File: config.mk
export PLATFORM = sky130hd
export DESIGN_NAME = priority_scan_encoder
export DESIGN_NICKNAME = d
export VERILOG_FILES = /design/src/rtl/priority_scan_encoder.sv
export SDC_FILE = /design/constraint.sdc
export NUM_CORES = 1
export LEC_CHECK = 0
export ABC_AREA = 1
export BUFFER_PORTS_ARGS = -buffer_cell sky130_fd_sc_hd__buf_2
export CAP_MARGIN = 15
export CELL_PAD_IN_SITES_DETAIL_PLACEMENT = 0
export CELL_PAD_IN_SITES_GLOBAL_PLACEMENT = 1
export CORE_MARGIN = 8
export CORE_UTILIZATION = 38
export CTS_CLUSTER_DIAMETER = 30
export CTS_CLUSTER_SIZE = 28
export DETAILED_ROUTE_END_ITERATION = 12
export PLACE_DENSITY = 0.82
export REMOVE_ABC_BUFFERS = 1
export SYNTH_ARGS = -nofsm -noshare
export SYNTH_HDL_FRONTEND = slang
export SYNTH_SLANG_ARGS = --single-unit
File: constraint.sdc
create_clock -name clk -period 3.93 [get_ports clk]
set_clock_uncertainty 0.2 [all_clocks]
set_input_delay 0 -clock clk [delete_from_list [all_inputs] [get_ports clk]]
set_output_delay 0 -clock clk [all_outputs]
set_load 0.005 [all_outputs]
File: src/rtl/priority_scan_encoder.sv
// Sequential priority encoder: captures a multi-hot request vector and streams out one set index per handshake.
// Define PRIORITY_MSB_FIRST_EN to serve the highest set index first instead of the lowest.
module priority_scan_encoder #(
  parameter int N     = 8,
  parameter int IDX_W = 3
) (
  input  logic             clk,
  input  logic             rst_n,
  input  logic [N-1:0]     i,
  input  logic             i_valid,
  output logic             i_ready,
  output logic [IDX_W-1:0] y,
  output logic             y_valid,
  input  logic             y_ready,
  output logic             last,
  output logic             none
);

  typedef enum logic [0:0] {
    IDLE = 1'b0,
    SCAN = 1'b1
  } state_t;

  state_t           state_q, state_d;
  logic [N-1:0]     pending_q, pending_d;
  logic             none_q, none_d;

  logic [IDX_W-1:0] sel_idx;
  logic             sel_found;
  logic [N-1:0]     sel_mask;
  logic             one_left;

  // Index selection is the only logic the scan-order macro touches.
  always_comb begin
    sel_idx   = '0;
    sel_found = 1'b0;
`ifdef PRIORITY_MSB_FIRST_EN
    for (int k = N - 1; k >= 0; k--) begin
      if (pending_q[k] && !sel_found) begin
        sel_idx   = IDX_W'(k);
        sel_found = 1'b1;
      end
    end
`else
    for (int k = 0; k < N; k++) begin
      if (pending_q[k] && !sel_found) begin
        sel_idx   = IDX_W'(k);
        sel_found = 1'b1;
      end
    end
`endif
  end

  always_comb begin
    sel_mask = N'(1) << sel_idx;
    one_left = (pending_q != '0) && ((pending_q & (pending_q - N'(1))) == '0);
  end

  assign y_valid = (state_q == SCAN);
  assign y       = y_valid ? sel_idx : '0;
  assign last    = y_valid && one_left;
  assign none    = none_q;
  assign i_ready = rst_n && (state_q == IDLE);

  always_comb begin
    state_d   = state_q;
    pending_d = pending_q;
    none_d    = 1'b0;
    case (state_q)
      IDLE: begin
        if (i_valid) begin
          if (i != '0) begin
            pending_d = i;
            state_d   = SCAN;
          end else begin
            none_d = 1'b1;
          end
        end
      end
      SCAN: begin
        if (y_ready) begin
          pending_d = pending_q & ~sel_mask;
          if (one_left) begin
            pending_d = '0;
            state_d   = IDLE;
          end
        end
      end
      default: begin
        pending_d = '0;
        state_d   = IDLE;
      end
    endcase
  end

  always_ff @(posedge clk or negedge rst_n) begin
    if (!rst_n) begin
      state_q   <= IDLE;
      pending_q <= '0;
      none_q    <= 1'b0;
    end else begin
      state_q   <= state_d;
      pending_q <= pending_d;
      none_q    <= none_d;
    end
  end

endmodule

# Word-level counts from Yosys, hierarchy flattened
# Index checks and enable logic that the tools add are counted.
[totals]
reg_bits = 10
inputBits = 12
out_inout_bits = 7
word_cells = 61
[op_classes]
n_addsub = 1
n_eq_ne = 3
shifts = 1
muxes = 28
bitwise_logic = 4
reduce_logical = 21
[op_table]
columns = ["operator", "count"]
rows = [
  ["$mux 8", 4],
  ["$mux 3", 6],
  ["$and 8x8->8", 2],
  ["$pmux 8 s2", 1],
  ["$reduce_bool 8->1", 2],
  ["$mux 1", 15],
  ["$logic_and 1x1->1", 10],
  ["$logic_not 8->1", 1],
  ["$not 8->8", 1],
  ["$shl 1x3->8 const A", 1],
  ["$sub 8x1->8 const B", 1],
  ["$logic_not 1->1", 7],
  ["$ne 2x2->1 const B", 2],
  ["$reduce_and 3->1", 1],
  ["$mux 2", 1],
  ["$ne 2x1->1 const B", 1],
  ["$pmux 1 s2", 1],
  ["$not 1->1", 1],
]

# Longest topological paths before layout
# Gate-level depths: netlist of the first run.
[depth]
ltp_word = 28
mapped_depth = 9
mapped_depth_nobuf = 8

# Worst setup path after synthesis of the first run
# No wires, ideal clock.
[synth_timing]
path_type = "flip-flop to flip-flop"
from = "register pending_q[1]"
to = "register state_q, in the netlist y_valid"
setup_ns = 0.117
arrival_time_ns = 1.049
t_required_ns = 3.613
path_slack_ns = 2.564
path_stages_with_launch = 9
path_buffers = 0
period_less_slack_ns = 1.366
path_cell_list = "dfrtp_1 > nor2_4 > nand2_4 > nor2_4 > nand2_2 > nand2_1 > nand3_2 > nand2_1 > nand2_1"
[synth_via]
elab_chain_cells = 7
elab_cells_between_ends = 8
cone_classes = "add/sub (1); mux (3); bitwise (1); reduce/logical (3)"
[synth_lines]
columns = ["element", "line_no", "source"]
rows = [
  ["start, declared", "25", "logic [N-1:0] pending_q, pending_d;"],
  ["start signal, assigned", "103", "pending_q <= pending_d;"],
  ["$sub 8x1->8", "56", "one_left = (pending_q != '0) && ((pending_q & (pending_q - N'(1))) == '0);"],
  ["$and 8x8->8", "56", ""],
  ["$logic_not 8->1", "56", ""],
  ["$logic_and 1x1->1 (*)", "56", ""],
  ["$mux 1 (*)", "83", "if (one_left) begin"],
  ["$mux 1 (*)", "81", "if (y_ready) begin"],
  ["$pmux 1 s2 (*)", "69", "case (state_q)"],
  ["via state_d", "24", "state_t state_q, state_d;"],
  ["end signal, assigned", "102", "state_q <= state_d;"],
  ["end, declared", "24", ""],
]
# The timed path passes the listed nets; every way through them passes the cells marked *.
# A chain may end at the register's enable or synchronous reset.

# Final worst setup path of the first run
[layout_timing]
from = "input port i[2]"
to = "register none_q, in the netlist none"
[layout_via]
elab_chain_cells = 4
[layout_lines]
columns = ["element", "line_no", "source"]
rows = [
  ["start, declared", "9", "input logic [N-1:0] i,"],
  ["$reduce_bool 8->1", "72", "if (i != '0) begin"],
  ["$mux 1", "72", ""],
  ["$mux 1", "71", "if (i_valid) begin"],
  ["$mux 1", "69", ""],
  ["via none_d", "26", "logic none_q, none_d;"],
  ["end signal, assigned", "104", "none_q <= none_d;"],
  ["end, declared", "26", ""],
]
# The timed path passes the listed nets, and every way through them passes these cells.

==> results of run 1 <==
==> synthesized netlist by cell type (all sizes together) <==
master  instances
a31oi           1
nor2           21
inv            13
buf             4
o21ai          10
nor3            2
dfrtp          10
o211ai          2
nand4           1
a21oi           3
nand3           7
nand2          43
==> cell families after synthesis <==
kind of cell,count (synthesis),synth area share
AO/OA/AOI/OAI,16,0.126
buffers and inverters,17,0.105
flip-flops,10,0.324
AND/OR/NAND/NOR,74,0.445
==> repair_timing <==
action,CTS,global route
endpoints found under the hold margin,20,0
setup endpoints to repair,0,0
hold buffers,14,0
==> area by class of cell <==
type	count	area, sq um	share of cell area
flip-flops and latches	10	250	0.244
clock buffers	3	22.5	0.0219
repair buffers	32	230	0.224
inverters	13	48.8	0.0475
well taps	27	33.8	0.0329
multi-input cells	90	442	0.430
==> through the flow <==
| stage | instances | utilization | power (mW) | instance area [sq um] |
|---|---|---|---|---|
| detailed placement | 158 | 0.445 | 0.662 | 865 |
| CTS | 175 | 0.529 | 0.745 | 1030 |
| global placement | 158 | 0.445 | 0.661 | 865 |
| floorplan | 113 | - | 0.530 | 741 |
| finish | 175 | 0.529 | 0.739 | 1030 |
| global route | 175 | 0.529 | 0.809 | 1030 |
==> cells in the final DEF, fill, tap and decap left out, types with 2 or more instances in the layout <==
cell type      Yosys  layout
nand3_1            5       5
nor3_1             2       2
buf_2              2      18
nand2_1           41      41
a21oi_1            3       3
dlygate4sd3_1      0      14
inv_1             12      12
nor2_1            14      14
clkbuf_4           0       3
o21ai_0            4       4
nor2_4             3       3
nor2_2             4       4
o211ai_1           2       2
nand3_2            2       2
o21ai_1            5       5
dfrtp_1           10      10
==> layer usage <==
metal,track usage,vias up,part of all wire
li1,-,435,-
met5,0,-,0
met3,0.0125,2,0.039
met1,0.149,373,0.47
met4,0.0598,0,0.013
met2,0.196,15,0.48
==> critical path: stages <==
cell and delay (ns):
dlygate4sd3_1 0.53, buf_2 0.13, nor2_1 0.11, nand2_1 0.09, dlygate4sd3_1 0.57, nor3_1 0.15, dlygate4sd3_1 0.58
==> sequential cells by signal, indices dropped and copies added, names as in the netlist <==
name	cells
y_valid	1
pending_q	8
none	1
==> worst max path at each step <==
stage,from,to,slack [ns],cells after the start
2_1_floorplan,y_valid,pending_q[6],2.49,6
3_3_place_gp,pending_q[1],y_valid,2.39,8
3_5_place_dp,y_valid,pending_q[3],2.35,6
4_1_cts,i[2],none,1.83,7
5_1_grt,i[2],none,1.62,7
6_report,i[2],none,1.77,7
==> where the power goes <==
part           internal (mW)  switching [mW]  total (mW)
clock network         0.0353          0.0342      0.0695
registers              0.141          0.0741       0.215
logic                  0.186           0.269       0.455
==> out/qor.csv, run 1 <==
stage;metric;value;unit
worst_hold_path;holdPathEnd;y_valid;
job;cap_violations;0;
worst_hold_path;min_path_cells;7;
floorplan;die_y;61.1;microns
floorplan;row_count;16;
worst_setup_path;reg2reg_slack;2.11;ns
floorplan;fp.coreArea;1940;sq um
power_and_ir_drop;leakage;0.537;nW
global_routing;antenna_found_initial;0;
outcome;status;finished clean;
cells_and_area;drive_gt1_frac;0.230;
placed_design;preCtsSetupSlack;2.35;ns
clocking;clock-sinks;10;
placed_design;port_buffers;18;
timing;period_share;0.550;
cells_and_area;fill_cells;220;
clocking;cts_max_level;1;
route;drt_iter0_markers;16;
clocking;cts_tree;yes;
timing;fmax;462;MHz
floorplan;die_w;61.1;microns
timing;fin_crit;2.16;ns
synthesis;ys_seq_elements;10;
synthesis;synth.distinct_cells;21;
floorplan;initial_core_util;0.398;
clocking;clk_pin_slew;0.07;ns
worst_setup_path;crit_arrival;2.16;ns
synthesis;yosys_warnings;0;
clocking;cts_made_buffers;3;
route;wire_per_inst;11.8;microns
worst_setup_path;critPathMaxFanout;2;
worst_setup_path;reg2reg_to;pending_q[0];
power_and_ir_drop;power.density;720;nW/um^2
placed_design;hpwl;1520;microns
global_routing;grt_pass1_wl;3330;microns
cells_and_area;fin_nets;162;
power_and_ir_drop;ir_drop;0.000328;V
floorplan;io_pins;19;
route;vias;825;
global_routing;grt_usage;0.119;
timing;rsz0062_at_grt;false;
synthesis;syn_avg_cell_area;6.61;sq um
clocking;ctsResizeCount;0;
synthesis;ys_seq_area_frac;0.324;
synthesis;syn_area;773;sq um
worst_hold_path;min_path_type;in -> reg;
timing;setup_viol;0;
timing;maxSlewHeadroom;0.658;
timing;final.setup.worst_slack;1.77;ns
worst_setup_path;worstSetupPathType;in -> reg;
clocking;insertion_delay;0.26;ns
global_routing;grt_max_degree;16;
floorplan;die_area;3730;sq um
global_routing;grt_remaining_overflow;0;
placed_design;gp_congestion;0.847;
timing;slew_viol_final;0;
timing;max_slew.worst_pin.slew;0.512;ns
worst_setup_path;critPathRequiredTime;3.92;ns
timing;timing.final.hold_violations;0;
worst_setup_path;startpoint_type;primary input;
worst_setup_path;r2r-start;y_valid;
synthesis;synth.area.top_cells;dfrtp_1 32%, nand2_1 20%, nor2_1 6.8%;
clocking;cts-root-buf;clkbuf_4;
timing;tns;0;ns
clocking;clock_path_buffers;2;
route;drt_first_pass_iters;4;
clocking;cts_setup_buffers;0;
route;finalWirelength;2070;microns
timing;hold_ws;0.0468;ns
global_routing;grt_pass1_vias;758;
synthesis;synth_area_leader_cell;dfrtp_1;
route;vias_per_cell;4.71;
route;ant_nets;0;
worst_setup_path;reg2reg_depth;6;
synthesis;yosysTopAreaCellShare;0.324;
worst_setup_path;critPathCaptureType;flop;
cells_and_area;area_growth;32.8;%
worst_hold_path;hp-start;i_valid;
cells_and_area;n_antenna_cell;0;
synthesis;synthCells;117;
route;drc_errors;0;
(Power assumes the default switching activity.)
==> inputs of run 2 (changes only) <==
--- a/config.mk
+++ b/config.mk
@@ -11,11 +11,11 @@
 export CELL_PAD_IN_SITES_DETAIL_PLACEMENT = 0
 export CELL_PAD_IN_SITES_GLOBAL_PLACEMENT = 1
 export CORE_MARGIN = 8
-export CORE_UTILIZATION = 38
+export CORE_UTILIZATION = 35
 export CTS_CLUSTER_DIAMETER = 30
 export CTS_CLUSTER_SIZE = 28
 export DETAILED_ROUTE_END_ITERATION = 12
-export PLACE_DENSITY = 0.82
+export PLACE_DENSITY = 0.76
 export REMOVE_ABC_BUFFERS = 1
 export SYNTH_ARGS = -nofsm -noshare
 export SYNTH_HDL_FRONTEND = slang
==> constraint.sdc (replaced) <==
create_clock -name clk -period 2.26 [get_ports clk]
set_clock_uncertainty 0.2 [all_clocks]
set_input_delay 0 -clock clk [delete_from_list [all_inputs] [get_ports clk]]
set_output_delay 0 -clock clk [all_outputs]
set_load 0.005 [all_outputs]
==> out/qor.csv, run 2 (synthesis results as in run 1) <==
stage;metric;value;unit
global_routing;grt_pass1_vias;802;
worst_setup_path;critPathCaptureType;flop;
cells_and_area;area_growth;34.8;%
timing;rsz0062_at_grt;false;
worst_setup_path;critPathMaxFanout;2;
cells_and_area;fin_nets;162;
clocking;clock_path_buffers;2;
power_and_ir_drop;leakage;0.544;nW
power_and_ir_drop;p_sw_frac;0.496;
timing;timing.final.hold_violations;0;
power_and_ir_drop;power_frac_seq;0.276;
worst_setup_path;worstSetupPathType;in -> reg;
clocking;cts_tree;yes;
worst_setup_path;critPathRequiredTime;2.28;ns
placed_design;port_buffers;18;
route;drc_errors;0;
route;ant_nets;0;
clocking;cts_made_buffers;3;
global_routing;grt_max_degree;16;
power_and_ir_drop;ir_drop;0.000583;V
cells_and_area;n_antenna_cell;0;
global_routing;antenna_found_initial;0;
clocking;cts-root-buf;clkbuf_4;
route;vias_per_cell;4.58;
floorplan;die_w;63;microns
cells_and_area;final_cell_mix;41 x nand2_1, 18 x buf_2, 14 x nor2_1, 14 x dlygate4sd3_1, 12 x inv_1;
global_routing;use_met1;0.120;
power_and_ir_drop;power.share.clock;0.129;
power_and_ir_drop;p_int;0.667;mW
worst_setup_path;r2r-start;y_valid;
floorplan;die_area;3970;sq um
floorplan;die_y;63;microns
route;vias;811;
power_and_ir_drop;power.density;1270;nW/um^2
floorplan;fp.coreArea;2150;sq um
worst_setup_path;crit_arrival;2.06;ns
timing;fin_crit;2.04;ns
timing;hold_ws;0.00665;ns
timing;fmax;491;MHz
cells_and_area;largest_register_ffs;8;
clocking;ctsResizeCount;0;
global_routing;grt_busiest_layer;met2;
timing;period_share;0.901;
global_routing;grt_remaining_overflow;0;
cells_and_area;stdcell_count;177;
floorplan;io_pins;19;
floorplan;row_count;17;
worst_hold_path;hp-start;i_valid;
cells_and_area;layout_commonest_cell;nand2_1;
global_routing;use_met2;0.181;
clocking;cts_max_level;1;
cells_and_area;drive_gt1_frac;0.235;
placed_design;dp.cells;159;
worst_setup_path;crit_start;i[2];
worst_hold_path;min_path_type;in -> reg;
route;drt_iter0_markers;19;
clocking;cts_setup_buffers;0;
timing;tns;0;ns
global_routing;grt_usage;0.106;
worst_setup_path;startpoint_type;primary input;
global_routing;grt_pass1_wl;3510;microns
timing;slew_viol_final;0;
timing;setup_viol;0;
cells_and_area;regMostFlops;pending_q;
power_and_ir_drop;p_switching;0.657;mW
global_routing;globalRouteMet3Util;0.0161;
clocking;clock-sinks;10;
power_and_ir_drop;pwr-share-comb;0.595;
floorplan;initial_core_util;0.360;
route;finalWirelength;2010;microns
route;drt_first_pass_iters;4;
clocking;cts_hold_buf;14;
placed_design;hpwl;1490;microns
timing;maxSlewHeadroom;0.695;
outcome;status;finished clean;
job;cap_violations;0;
placed_design;gp_congestion;0.793;
clocking;clk_pin_slew;0.08;ns
route;wire_per_inst;11.4;microns
clocking;insertion_delay;0.28;ns
timing;max_slew.worst_pin.slew;0.456;ns
## run 2: cell count changes in the layout (fill, tap and decap cells not counted), sizes merged
cell and change:
clkbuf +1
## run 2: stage by stage
| step | area, sq um | utilization | power [mW] | worst slack, ns |
|---|---|---|---|---|
| after global placement | 866 | 0.403 | 1.15 | 0.727 |
| final | 1040 | 0.485 | 1.32 | 0.224 |
| after detailed placement | 866 | 0.403 | 1.15 | 0.705 |
| after global routing | 1040 | 0.485 | 1.47 | 0.122 |
| after CTS | 1040 | 0.485 | 1.34 | 0.211 |
| after floorplan | 741 | - | 0.921 | 0.820 |
## run 2: worst max-delay path: stages
cell and delay (ns):
dlygate4sd3_1 0.53, buf_2 0.13, nor2_1 0.10, nand2_1 0.08, dlygate4sd3_1 0.55, nor3_1 0.11
dlygate4sd3_1 0.56
## run 2: path summary, 6_finish.rpt
| check | slack (ns) | cells past startpoint | endpoint |
|---|---|---|---|
| max | 0.22 | 7 | none |
| min | 0.007 | 7 | y_valid |
| max reg2reg | 0.48 | 6 | pending_q[0] |
| min reg2reg | 0.39 | 2 | pending_q[1] |
| max in group asynchronous | 0.97 | 3 | pending_q[2] |
| min in group asynchronous | 0.57 | 3 | pending_q[7] |
## run 2: power groups by stage
stage	combinational [mW]	sequential [mW]	clock (mW)
after floorplan	0.575	0.346	0
after global placement	0.782	0.369	0
after detailed placement	0.778	0.369	0
after CTS	0.802	0.365	0.173
after global routing	0.909	0.380	0.181
final	0.787	0.366	0.171
## run 2: cell type report
cell class	instances	area, sq um
inverters	13	48.8
fillers	233	1110
multi-input cells	90	442
well taps	28	35.0
flip-flops and latches	10	250
repair buffers	32	230
clock buffers	4	36.3
## run 2: layer usage
metal / routed length, microns / up-vias
li1: - / 428
met1: 894 / 355
met2: 950 / 23
met3: 110 / 5
met4: 54 / 0
met5: 0 / -
